<file path="config.mk">
export PLATFORM = sky130hd
export DESIGN_NAME = exu_alu_mc
export DESIGN_NICKNAME = d
export VERILOG_FILES = /design/src/rtl/exu_alu_mc.sv
export SDC_FILE = /design/constraint.sdc
export NUM_CORES = 1
export LEC_CHECK = 0
export CAP_MARGIN = 15
export CORE_MARGIN = 2
export CORE_UTILIZATION = 40
export DETAILED_ROUTE_END_ITERATION = 7
export PLACE_DENSITY = 0.6
export SYNTH_ARGS = -nofsm -noshare
export SYNTH_HDL_FRONTEND = slang
export SYNTH_SLANG_ARGS = --single-unit
</file>
<file path="constraint.sdc">
create_clock -name clk -period 4.5 [get_ports clk]
set_input_delay 0.45 -clock clk [delete_from_list [all_inputs] [get_ports clk]]
set_output_delay 0.45 -clock clk [all_outputs]
set_load 0.01 [all_outputs]
</file>
<file path="src/rtl/exu_alu_mc.sv">
// Integer ALU with single-cycle logic/arith ops and iterative multiply/divide.
// Multi-cycle ops run one bit per cycle for XLEN cycles on a shared hi/lo register pair.
module exu_alu_mc #(
    parameter int unsigned XLEN        = 32,
    parameter int unsigned FUNCT_WIDTH = 5
) (
    input  logic                   clk,
    input  logic                   rst,
    input  logic                   in_valid,
    output logic                   in_ready,
    input  logic [FUNCT_WIDTH-1:0] funct,
    input  logic [XLEN-1:0]        alu_a,
    input  logic [XLEN-1:0]        alu_b,
    output logic                   out_valid,
    input  logic                   out_ready,
    output logic [XLEN-1:0]        alu_result,
    output logic                   busy
);

    localparam int unsigned SHW = $clog2(XLEN);
    localparam int unsigned CW  = SHW + 1;

    localparam logic [FUNCT_WIDTH-1:0] FN_ADD    = FUNCT_WIDTH'(1);
    localparam logic [FUNCT_WIDTH-1:0] FN_SUB    = FUNCT_WIDTH'(2);
    localparam logic [FUNCT_WIDTH-1:0] FN_AND    = FUNCT_WIDTH'(3);
    localparam logic [FUNCT_WIDTH-1:0] FN_OR     = FUNCT_WIDTH'(4);
    localparam logic [FUNCT_WIDTH-1:0] FN_XOR    = FUNCT_WIDTH'(5);
    localparam logic [FUNCT_WIDTH-1:0] FN_SLL    = FUNCT_WIDTH'(6);
    localparam logic [FUNCT_WIDTH-1:0] FN_SRL    = FUNCT_WIDTH'(7);
    localparam logic [FUNCT_WIDTH-1:0] FN_SRA    = FUNCT_WIDTH'(8);
    localparam logic [FUNCT_WIDTH-1:0] FN_LTU    = FUNCT_WIDTH'(9);
    localparam logic [FUNCT_WIDTH-1:0] FN_LTS    = FUNCT_WIDTH'(10);
    localparam logic [FUNCT_WIDTH-1:0] FN_EQ     = FUNCT_WIDTH'(11);
    localparam logic [FUNCT_WIDTH-1:0] FN_NEQ    = FUNCT_WIDTH'(12);
    localparam logic [FUNCT_WIDTH-1:0] FN_MUL    = FUNCT_WIDTH'(13);
    localparam logic [FUNCT_WIDTH-1:0] FN_MULHU  = FUNCT_WIDTH'(14);
    localparam logic [FUNCT_WIDTH-1:0] FN_DIVU   = FUNCT_WIDTH'(15);
    localparam logic [FUNCT_WIDTH-1:0] FN_REMU   = FUNCT_WIDTH'(16);

    typedef enum logic [1:0] {
        S_IDLE = 2'd0,
        S_CALC = 2'd1,
        S_DONE = 2'd2
    } state_t;

    state_t                 state_q, state_d;
    logic [CW-1:0]          cnt_q, cnt_d;
    logic [FUNCT_WIDTH-1:0] funct_q, funct_d;
    logic [XLEN-1:0]        a_q, a_d;
    logic [XLEN-1:0]        b_q, b_d;
    logic [XLEN-1:0]        hi_q, hi_d;
    logic [XLEN-1:0]        lo_q, lo_d;
    logic [XLEN-1:0]        result_d;

    logic [XLEN:0]          mul_sum;
    logic [XLEN-1:0]        mul_hi, mul_lo;
    logic [XLEN:0]          div_sh;
    logic                   div_ge;
    logic [XLEN-1:0]        div_diff;
    logic [XLEN-1:0]        div_hi, div_lo;
    logic                   is_div;

    // Result of any single-cycle function code; unknown codes give 0.
    function automatic logic [XLEN-1:0] single_op(input logic [FUNCT_WIDTH-1:0] f,
                                                  input logic [XLEN-1:0] a,
                                                  input logic [XLEN-1:0] b);
        logic [SHW-1:0] sa;
        sa = b[SHW-1:0];
        case (f)
            FN_ADD:  single_op = a + b;
            FN_SUB:  single_op = a - b;
            FN_AND:  single_op = a & b;
            FN_OR:   single_op = a | b;
            FN_XOR:  single_op = a ^ b;
            FN_SLL:  single_op = a << sa;
            FN_SRL:  single_op = a >> sa;
            FN_SRA:  single_op = $unsigned($signed(a) >>> sa);
            FN_LTU:  single_op = XLEN'(a < b);
            FN_LTS:  single_op = XLEN'($signed(a) < $signed(b));
            FN_EQ:   single_op = XLEN'(a == b);
            FN_NEQ:  single_op = XLEN'(a != b);
            default: single_op = '0;
        endcase
    endfunction

    function automatic logic is_multi(input logic [FUNCT_WIDTH-1:0] f);
        is_multi = (f == FN_MUL) || (f == FN_MULHU) || (f == FN_DIVU) || (f == FN_REMU);
    endfunction

    // Next state, iteration step and result selection.
    always_comb begin
        state_d  = state_q;
        cnt_d    = cnt_q;
        funct_d  = funct_q;
        a_d      = a_q;
        b_d      = b_q;
        hi_d     = hi_q;
        lo_d     = lo_q;
        result_d = alu_result;

        // shift-add step: add multiplicand into the upper half, shift product right
        mul_sum  = {1'b0, hi_q} + {1'b0, (lo_q[0] ? a_q : '0)};
        mul_hi   = mul_sum[XLEN:1];
        mul_lo   = {mul_sum[0], lo_q[XLEN-1:1]};
        // restoring step: bring in next dividend bit, subtract when it fits
        div_sh   = {hi_q, lo_q[XLEN-1]};
        div_ge   = (div_sh >= {1'b0, b_q});
        div_diff = div_sh[XLEN-1:0] - b_q;
        div_hi   = div_ge ? div_diff : div_sh[XLEN-1:0];
        div_lo   = {lo_q[XLEN-2:0], div_ge};
        is_div   = (funct_q == FN_DIVU) || (funct_q == FN_REMU);

        case (state_q)
            S_IDLE: begin
                if (in_valid) begin
                    funct_d = funct;
                    a_d     = alu_a;
                    b_d     = alu_b;
                    cnt_d   = '0;
                    if (is_multi(funct)) begin
                        state_d = S_CALC;
                        hi_d    = '0;
                        lo_d    = ((funct == FN_DIVU) || (funct == FN_REMU)) ? alu_a : alu_b;
                    end else begin
                        state_d  = S_DONE;
                        result_d = single_op(funct, alu_a, alu_b);
                    end
                end
            end
            S_CALC: begin
                cnt_d = cnt_q + CW'(1);
                hi_d  = is_div ? div_hi : mul_hi;
                lo_d  = is_div ? div_lo : mul_lo;
                if (cnt_q == CW'(XLEN - 1)) begin
                    state_d = S_DONE;
                    case (funct_q)
                        FN_MUL:   result_d = mul_lo;
                        FN_MULHU: result_d = mul_hi;
                        FN_DIVU:  result_d = div_lo;
                        FN_REMU:  result_d = div_hi;
                        default:  result_d = '0;
                    endcase
                end
            end
            S_DONE: begin
                if (out_ready) begin
                    state_d  = S_IDLE;
                    result_d = '0;
                end
            end
            default: begin
                state_d  = S_IDLE;
                result_d = '0;
            end
        endcase
    end

    // State, datapath and registered outputs.
    always_ff @(posedge clk or negedge rst) begin
        if (!rst) begin
            state_q    <= S_IDLE;
            cnt_q      <= '0;
            funct_q    <= '0;
            a_q        <= '0;
            b_q        <= '0;
            hi_q       <= '0;
            lo_q       <= '0;
            alu_result <= '0;
            out_valid  <= 1'b0;
            busy       <= 1'b0;
            in_ready   <= 1'b1;
        end else begin
            state_q    <= state_d;
            cnt_q      <= cnt_d;
            funct_q    <= funct_d;
            a_q        <= a_d;
            b_q        <= b_d;
            hi_q       <= hi_d;
            lo_q       <= lo_d;
            alu_result <= result_d;
            out_valid  <= (state_d == S_DONE);
            busy       <= (state_d != S_IDLE);
            in_ready   <= (state_d == S_IDLE);
        end
    end

endmodule
</file>
==> summary.md, run 1 <==
| Metric | Value |
|---|---|
| Mapped Nets | approximately 3,200 |
| Minimum clock period | ~4.2 ns |
| Area of the multi-input gates | roughly 16,000 µm² |
| Worst skew pair latency | about 0.46 ns |
| Nets@finish | between 3,000 and 4,000 |
| Grt met3 use | 0.0646 |
| Pleak | between 10 and 15 nW |
| Fin Hold WS | 0.0987 ns |
| Ys async rst share | 1.00 |
| Gate count of the mapped netlist | around 2,900 |
| Met2 usage | 0.544 |
| Crit path to | alu_result[30] |
| Iteration-0 DRC Markers | around 2,800 |
| Number of global-route vias before repair | around 23,000 |
| Final Wtd Congestion | around 1.1 |
| # port buffers | 107 |
| Count of hold-fix buffers inserted at cts | 0 |
| Final WL | about 100,000 µm |
| Post-synth EDFFs | 0 |
| R2R Path End | alu_result[30] |
| TritonCTS Buffers | 17 |
| Peak supply drop | 0.000411 V |
| DIE AREA | about 55,000 µm² |
| Slowest CP cell | fa_1 |
| Critical Path AT | about 4.6 ns |
| Startpoint types | flip-flop |
| R2r worst-path depth | 16 |
| Worst Max-Slew Pin Slew | about 1.1 ns |
| Width of the die | 235 µm |
| Final setup fails | 0 |
| Die H | ~230 µm |
| Cell Area, Synth | about 21,000 µm² |
| Synth-to-Final Area Change | 15.3% |
| CP Launch Point | lo_q[31] |
| Drt pass-1 iters | 6 |
| Top_reg_cell synth | dfrtp_1 |
| Fin. max-slew vios | 0 |
| Final Hold Vio Count | 0 |
| Setup TNS | 0 ns |
| Setup Buffers After CTS | 0 |
| Diodes inserted | 0 |
| R2R Path Start | lo_q[31] |
| CTS clk-pin slew, worst paths | roughly 0.08 ns |
| Post_cts resized | 0 |
| Top Ports | ~110 |
| CP cell instances | inv_1, ha_1, inv_1, fa_1, a211oi_1, o21bai_1, a211oi_2, o211ai_1, a31oi_1, o21ai_0, a21oi_1, xnor2_1, o21ai_0, a221oi_1, buf_4, o21ai_1 |
| First-pass GRT wire length | 150,000 µm |
| Root cell of the clock tree | clkbuf_16 |
| Filler cells | between 5,000 and 6,000 |
| CTS tree | yes |
| Slew Limit Headroom | 0.239 |
| DP Wirelength | between 80,000 and 90,000 µm |
| Netlist cell types | 92 |
| Seq/Total Area, Yosys | 0.207 |
| Most common cell after layout, fill and taps aside | nand2_1 |
| Fin crit share | 0.941 |
| Met1 GRT Util | 0.495 |
| Register area | roughly 4400 µm² |
| Status | finished, final reports clean |
| CTS max path bufs | 2 |
| Post-DRT Antenna Nets | 0 |
| GRT Overall Usage | 0.358 |
| Syn avg cell area | between 7 and 8 µm² |
| CP endpoint kind | flip-flop |
| Synth warnings | 0 |
| # DRC | 0 |
| Sink Count | ~180 |
| Drt via density | ~6.5 |
| Commonest non-fill, non-tap cells in the layout | nand2_1, o21ai_0, a21oi_1 |
| CP Class | flip-flop to flip-flop |
| Rows | 84 |
| Initial Utilization | 0.405 |
| Total gr overflow | 0 |
| Pwr Density | between 500 and 600 nW/µm² |
| Synthesized flop and latch total | approximately 180 |
| Wire per inst | roughly 27 µm |
| CP Max Fanout | 4 |
| Largest net degree at the start of global routing | between 100 and 150 |
| Slowest stage delay, CP | between 0.4 and 0.5 ns |
| Hold Crit Class | input pin to async pin |
| Final Power | about 0.013 W |
| Maxcap violations | 0 |
| Core Box Area | 52,600 µm² |
| Share of cells above drive strength 1 | 0.108 |
| Max Clk Rate | around 240 MHz |
| WP data required | 4.85 ns |
| RSZ-0062 raised after global routing | false |
| DR vias | about 24,000 |
| Htree depth | 4 |
| R2r setup slk | between 0.2 and 0.3 ns |
| Clk_skew | between 0.01 and 0.015 ns |
| Busiest grt layer | met2 |
| Initial antenna violation count | 2 |
## Yosys cell counts (all sizes together) (8+ instances only)
master / number / area share
a22o: 16 / 0.0066
a211oi: 56 / 0.021
o221ai: 18 / 0.0074
nor2: 234 / 0.041
nand2b: 24 / 0.0071
nor3b: 11 / 0.0039
a31oi: 46 / 0.014
a2111oi: 11 / 0.0046
a221oi: 22 / 0.0093
o22ai: 17 / 0.0053
nand4: 22 / 0.0065
ha: 168 / 0.099
a221o: 18 / 0.0085
and2: 42 / 0.012
o31a: 13 / 0.0053
inv: 142 / 0.025
o31ai: 18 / 0.0063
buf: 50 / 0.012
a311oi: 8 / 0.0033
o211ai: 42 / 0.015
nand3: 44 / 0.010
o21ai: 338 / 0.079
a222oi: 9 / 0.0042
o21a: 12 / 0.0042
clkbuf: 164 / 0.029
nor2b: 20 / 0.0059
mux4: 18 / 0.019
o21bai: 21 / 0.0074
nor3: 41 / 0.0096
mux2: 30 / 0.016
a21o: 41 / 0.014
a21oi: 268 / 0.064
a22oi: 32 / 0.011
xor2: 25 / 0.010
a32o: 12 / 0.0056
mux2i: 74 / 0.035
nor4: 22 / 0.0073
xnor2: 42 / 0.017
nand2: 427 / 0.075
a31o: 8 / 0.0033
dfrtp: 175 / 0.21
and3: 21 / 0.0062
## flip-flops by register name, indices dropped and copies added (netlist names)
| signal | count |
|---|---|
| a_q | 32 |
| alu_result | 32 |
| b_q | 32 |
| busy | 1 |
| cnt_q | 6 |
| funct_q | 5 |
| hi_q | 32 |
| in_ready | 1 |
| lo_q | 32 |
| out_valid | 1 |
| state_q | 2 |
## area by class of cell
type | instances | share of cell area
sequential | 176 | 0.180
inverter | 143 | 0.0219
multi-input combinational | 2399 | 0.634
timing repair buffer | 309 | 0.106
clock inverter | 15 | 0.00587
tap | 688 | 0.0351
clock buffer | 17 | 0.0173
## worst max-delay path: cells and delay by family, from the launching register on
family / cells / cell delay, ns
XOR/XNOR: 1 / 0.14
buffers and inverters: 3 / 0.48
AO/OA/AOI/OAI: 10 / 2.37
adder cells (fa/ha/maj): 2 / 0.70
flip-flops: 1 / 0.42
## through the flow
stage,cells,cell area (µm²),setup WS [ns],utilization
floorplan,2932,21300,0.371,-
global placement,3715,24000,0.205,0.456
detailed placement,3715,24000,0.222,0.456
CTS,3747,24500,0.246,0.467
global route,3747,24500,0.0207,0.467
finish,3747,24500,0.267,0.467
## cells by family (layout without fill, tap and decap cells)
| logic type | count (synthesis) | in the layout | share of synthesized area |
|---|---|---|---|
| fa+ha+maj | 172 | 172 | 0.103 |
| compound gates | 1095 | 1095 | 0.329 |
| buf+inv | 357 | 484 | 0.0661 |
| xor+xnor | 67 | 67 | 0.0276 |
| simple gates | 943 | 943 | 0.198 |
| mux | 122 | 122 | 0.0697 |
| flops | 176 | 176 | 0.207 |
## worst min path at each step
stage | depth (start not counted) | slack [ns] | startpoint | end
floorplan | 0 | 0.15 | rst | a_q[0]
global placement | 2 | 0.45 | a_q[20] | a_q[20]
detailed placement | 2 | 0.47 | a_q[24] | a_q[24]
CTS | 1 | 0.18 | rst | b_q[30]
global route | 1 | 0.17 | rst | b_q[30]
finish | 1 | 0.1 | rst | b_q[30]
## per-layer routing
layer / wire length, µm / share of wire
met3: 9860 / 0.096
met4: 4870 / 0.048
met1: 43400 / 0.42
met5: 0 / 0
met2: 44200 / 0.43
## power by group
part / total [W] / switching [W] / internal [W]
combinational: 0.00891 / 0.00560 / 0.00331
sequential: 0.00293 / 0.000683 / 0.00224
clock: 0.00150 / 0.000758 / 0.000738
Power figures use the tool's default switching activity.
==> run 2, diff against run 1 <==
--- a/config.mk
+++ b/config.mk
@@ -7,9 +7,9 @@
 export LEC_CHECK = 0
 export CAP_MARGIN = 15
 export CORE_MARGIN = 2
-export CORE_UTILIZATION = 40
+export CORE_UTILIZATION = 55
 export DETAILED_ROUTE_END_ITERATION = 7
-export PLACE_DENSITY = 0.6
+export PLACE_DENSITY = 0.77
 export SYNTH_ARGS = -nofsm -noshare
 export SYNTH_HDL_FRONTEND = slang
 export SYNTH_SLANG_ARGS = --single-unit
==> summary.md, run 2 (same netlist as run 1, synthesis figures left out) <==
| Metric | Value |
|---|---|
| Hold Crit Class | input pin to async pin |
| Slew Limit Headroom | 0.257 (+0.0173) |
| Slowest stage delay, CP | 0.70 ns (+0.23 ns) |
| Worst Max-Slew Pin Slew | 1.11 ns (-0.0310 ns) |
| Final Hold Vio Count | 0 (unchanged) |
| Initial antenna violation count | 3 (+1) |
| Die H | 201 µm (-14%) |
| Sink Count | 176 (unchanged) |
| Crit path top cell by count | o211ai_1 |
| Diodes inserted | 0 (unchanged) |
| # DRC | 6 (+6) |
| Status | complete, but fails checks |
| TritonCTS Buffers | 17 (unchanged) |
| Post-DRT Antenna Nets | 0 (unchanged) |
| Worst skew pair latency | 0.46 ns (about the same) |
| Pwr Density | 559 nW/µm² (+2.9%) |
| Maxcap violations | 0 (unchanged) |
| Drt pass-1 iters | 8 (+2) |
| Synth-to-Final Area Change | 14.0% |
| Final Non-Filler Cells | 3,564 (-4.9%) |
| CP cell instances | clkdlybuf4s50_1, inv_1, ha_1, or4_1, nor3_1, o211ai_1, o211ai_1, a31o_2, a31oi_1, o221ai_1, a21oi_1, o21ai_0, nand2_1 |
| Final setup fails | 0 (unchanged) |
| Sw Pwr | 0.00706 W (+0.25%) |
| Critical path buffers and inverters | 2 (-1) |
| Clock Power Share | 0.116 (+0.004) |
| CTS clk-pin slew, worst paths | 0.07 ns (about the same) |
| Fin. max-slew vios | 0 (unchanged) |
| Root cell of the clock tree | clkbuf_16 |
| RSZ-0062 raised after global routing | false |
| CP endpoint kind | flip-flop |
| Final WL | 96,400 µm (-5.8%) |
| Commonest non-fill, non-tap cells in the layout | nand2_1, o21ai_0, a21oi_1 |
| CTS tree | yes |
| Clk_skew | 0.00929 ns (-0.00514 ns) |
| Iteration-0 DRC Markers | 3,277 (+17%) |
| Switching fraction of total power | 0.520 (-0.00819) |
| Peak supply drop | 0.000367 V (-11%) |
| First-pass GRT wire length | 144,000 µm (-4.1%) |
| # port buffers | 107 (unchanged) |
| Final Power | 0.0136 W (+1.8%) |
| CTS max path bufs | 2 (unchanged) |
| CP Max Fanout | 9 (+5) |
| Rows | 72 (-14%) |
| DIE AREA | 40,300 µm² (-27%) |
| Width of the die | 201 µm (-14%) |
| Failing checks | DRC |
| Initial Utilization | 0.555 (+0.150) |
| Final instance area | 24,300 µm² (-1.1%) |
| Minimum clock period | 4.34 ns (+0.107 ns) |
| Slowest CP cell | o21ai_0 |
| Filler cells | 3,473 (-35%) |
| Drt via density | 6.94 (+7.1%) |
| Inst Count DP | 3,532 (-4.9%) |
| Nets@finish | 3,278 (-0.40%) |
| Placed cell areas | 23,700 µm² (-1.3%) |
| Share of cells above drive strength 1 | 0.105 (-0.00348) |
| Pleak | 10.6 nW (-0.48%) |
| Largest delay share family, worst path | compound AO/OA/AOI/OAI gates |
| GRT Overall Usage | 0.469 (+0.111) |
| Critical Path AT | 4.64 ns (+0.06 ns) |
| DR vias | 24,700 (+1.9%) |
| WP data required | 4.80 ns (-0.05 ns) |
| Max Clk Rate | 230 MHz (-2.5%) |
| Core Box Area | 38,400 µm² (-27%) |
| Fin crit share | 0.964 (+0.0238) |
| Pint | 0.00652 W (+3.6%) |
| DP Wirelength | 75,700 µm (-7.1%) |
| Seq pwr share | 0.215 (-0.004) |
| Startpoint types | input pin |
| Comb power frac | 0.669 (about the same) |
| Wire per inst | 27.0 µm (-0.95%) |
| Final Wtd Congestion | 1.08 (+1.7%) |
| Most common cell after layout, fill and taps aside | nand2_1 |
| Htree depth | 4 (unchanged) |
| Setup TNS | 0 ns (unchanged) |
| Largest net degree at the start of global routing | 110 (-4.3%) |
| Fin Hold WS | 0.0948 ns (-0.00399 ns) |
| Setup Buffers After CTS | 0 (unchanged) |
| Top Ports | 108 (unchanged) |
| CP Class | input pin to flip-flop |
| Number of global-route vias before repair | 22,900 (-0.013%) |
| Total gr overflow | 0 (unchanged) |
## run 2: changes by cell type in the layout (fill, tap and decap cells not counted), moves of 2 or more
cell        previous run  this run
bufinv_16              0         3
clkinvlp_4             1         4
clkinv_4               5         3
inv_8                  7         0
buf_4                201       187
inv_6                  1         3
## run 2: final cells by class
cell class / instances / area, µm² / share of cell area
Clock buffer: 17 / 425 / 0.0175
Clock inverter: 15 / 183 / 0.00753
Inverter: 143 / 537 / 0.0221
Tap cell: 518 / 648 / 0.0267
Timing Repair Buffer: 296 / 2520 / 0.104
Multi-Input combinational cell: 2399 / 15500 / 0.641
Sequential cell: 176 / 4410 / 0.182
## run 2: path summary, 6_finish.rpt
path,from,endpoint,slack (ns),depth (start not counted)
max,alu_a[15],alu_result[0],0.16,13
min,rst,cnt_q[0],0.09,1
max reg2reg,lo_q[31],alu_result[30],0.21,16
min reg2reg,a_q[16],a_q[16],0.48,2
max in group asynchronous,rst,a_q[13],3.42,2
min in group clk,alu_b[1],b_q[1],0.38,3
## run 2: routing by layer
layer / up-vias / wire (µm) / track usage
met1: 11800 / 37400 / 0.629
met2: 1745 / 41600 / 0.715
met4: 6 / 4960 / 0.224
met3: 262 / 12300 / 0.110
met5: - / 43 / 0
li1: 10900 / - / -
## run 2: what timing repair did
action,4_1_cts,5_1_grt
resized for setup,0,3
endpoints found under the setup margin,0,2
hold buffers,0,0
endpoints found under the hold margin,0,0
## run 2: worst register-to-register path, delay by kind of cell (launching register included)
| kind | cells | cell delay, ns |
|---|---|---|
| flip-flops | 1 | 0.41 |
| buffers and inverters | 3 | 0.47 |
| AO/OA/AOI/OAI | 10 | 2.45 |
| XOR/XNOR | 1 | 0.14 |
| adder cells (fa/ha/maj) | 2 | 0.69 |
## run 2: per-stage QoR
step / setup slack (ns) / utilization
2_1_floorplan: 0.371 / -
3_3_place_gp: -0.154 / 0.616
3_5_place_dp: -0.139 / 0.616
4_1_cts: 0.266 / 0.632
5_1_grt: 0.0528 / 0.632
6_report: 0.160 / 0.632
## run 2: power by group through the flow
stage	Sequential (W)	Clock [W]	Combinational (W)
finish	0.00292	0.00157	0.00908
CTS	0.00288	0.00158	0.00874
detailed placement	0.00291	0	0.00866
floorplan	0.00269	0	0.00601
global placement	0.00288	0	0.00840
global route	0.00298	0.00164	0.00976
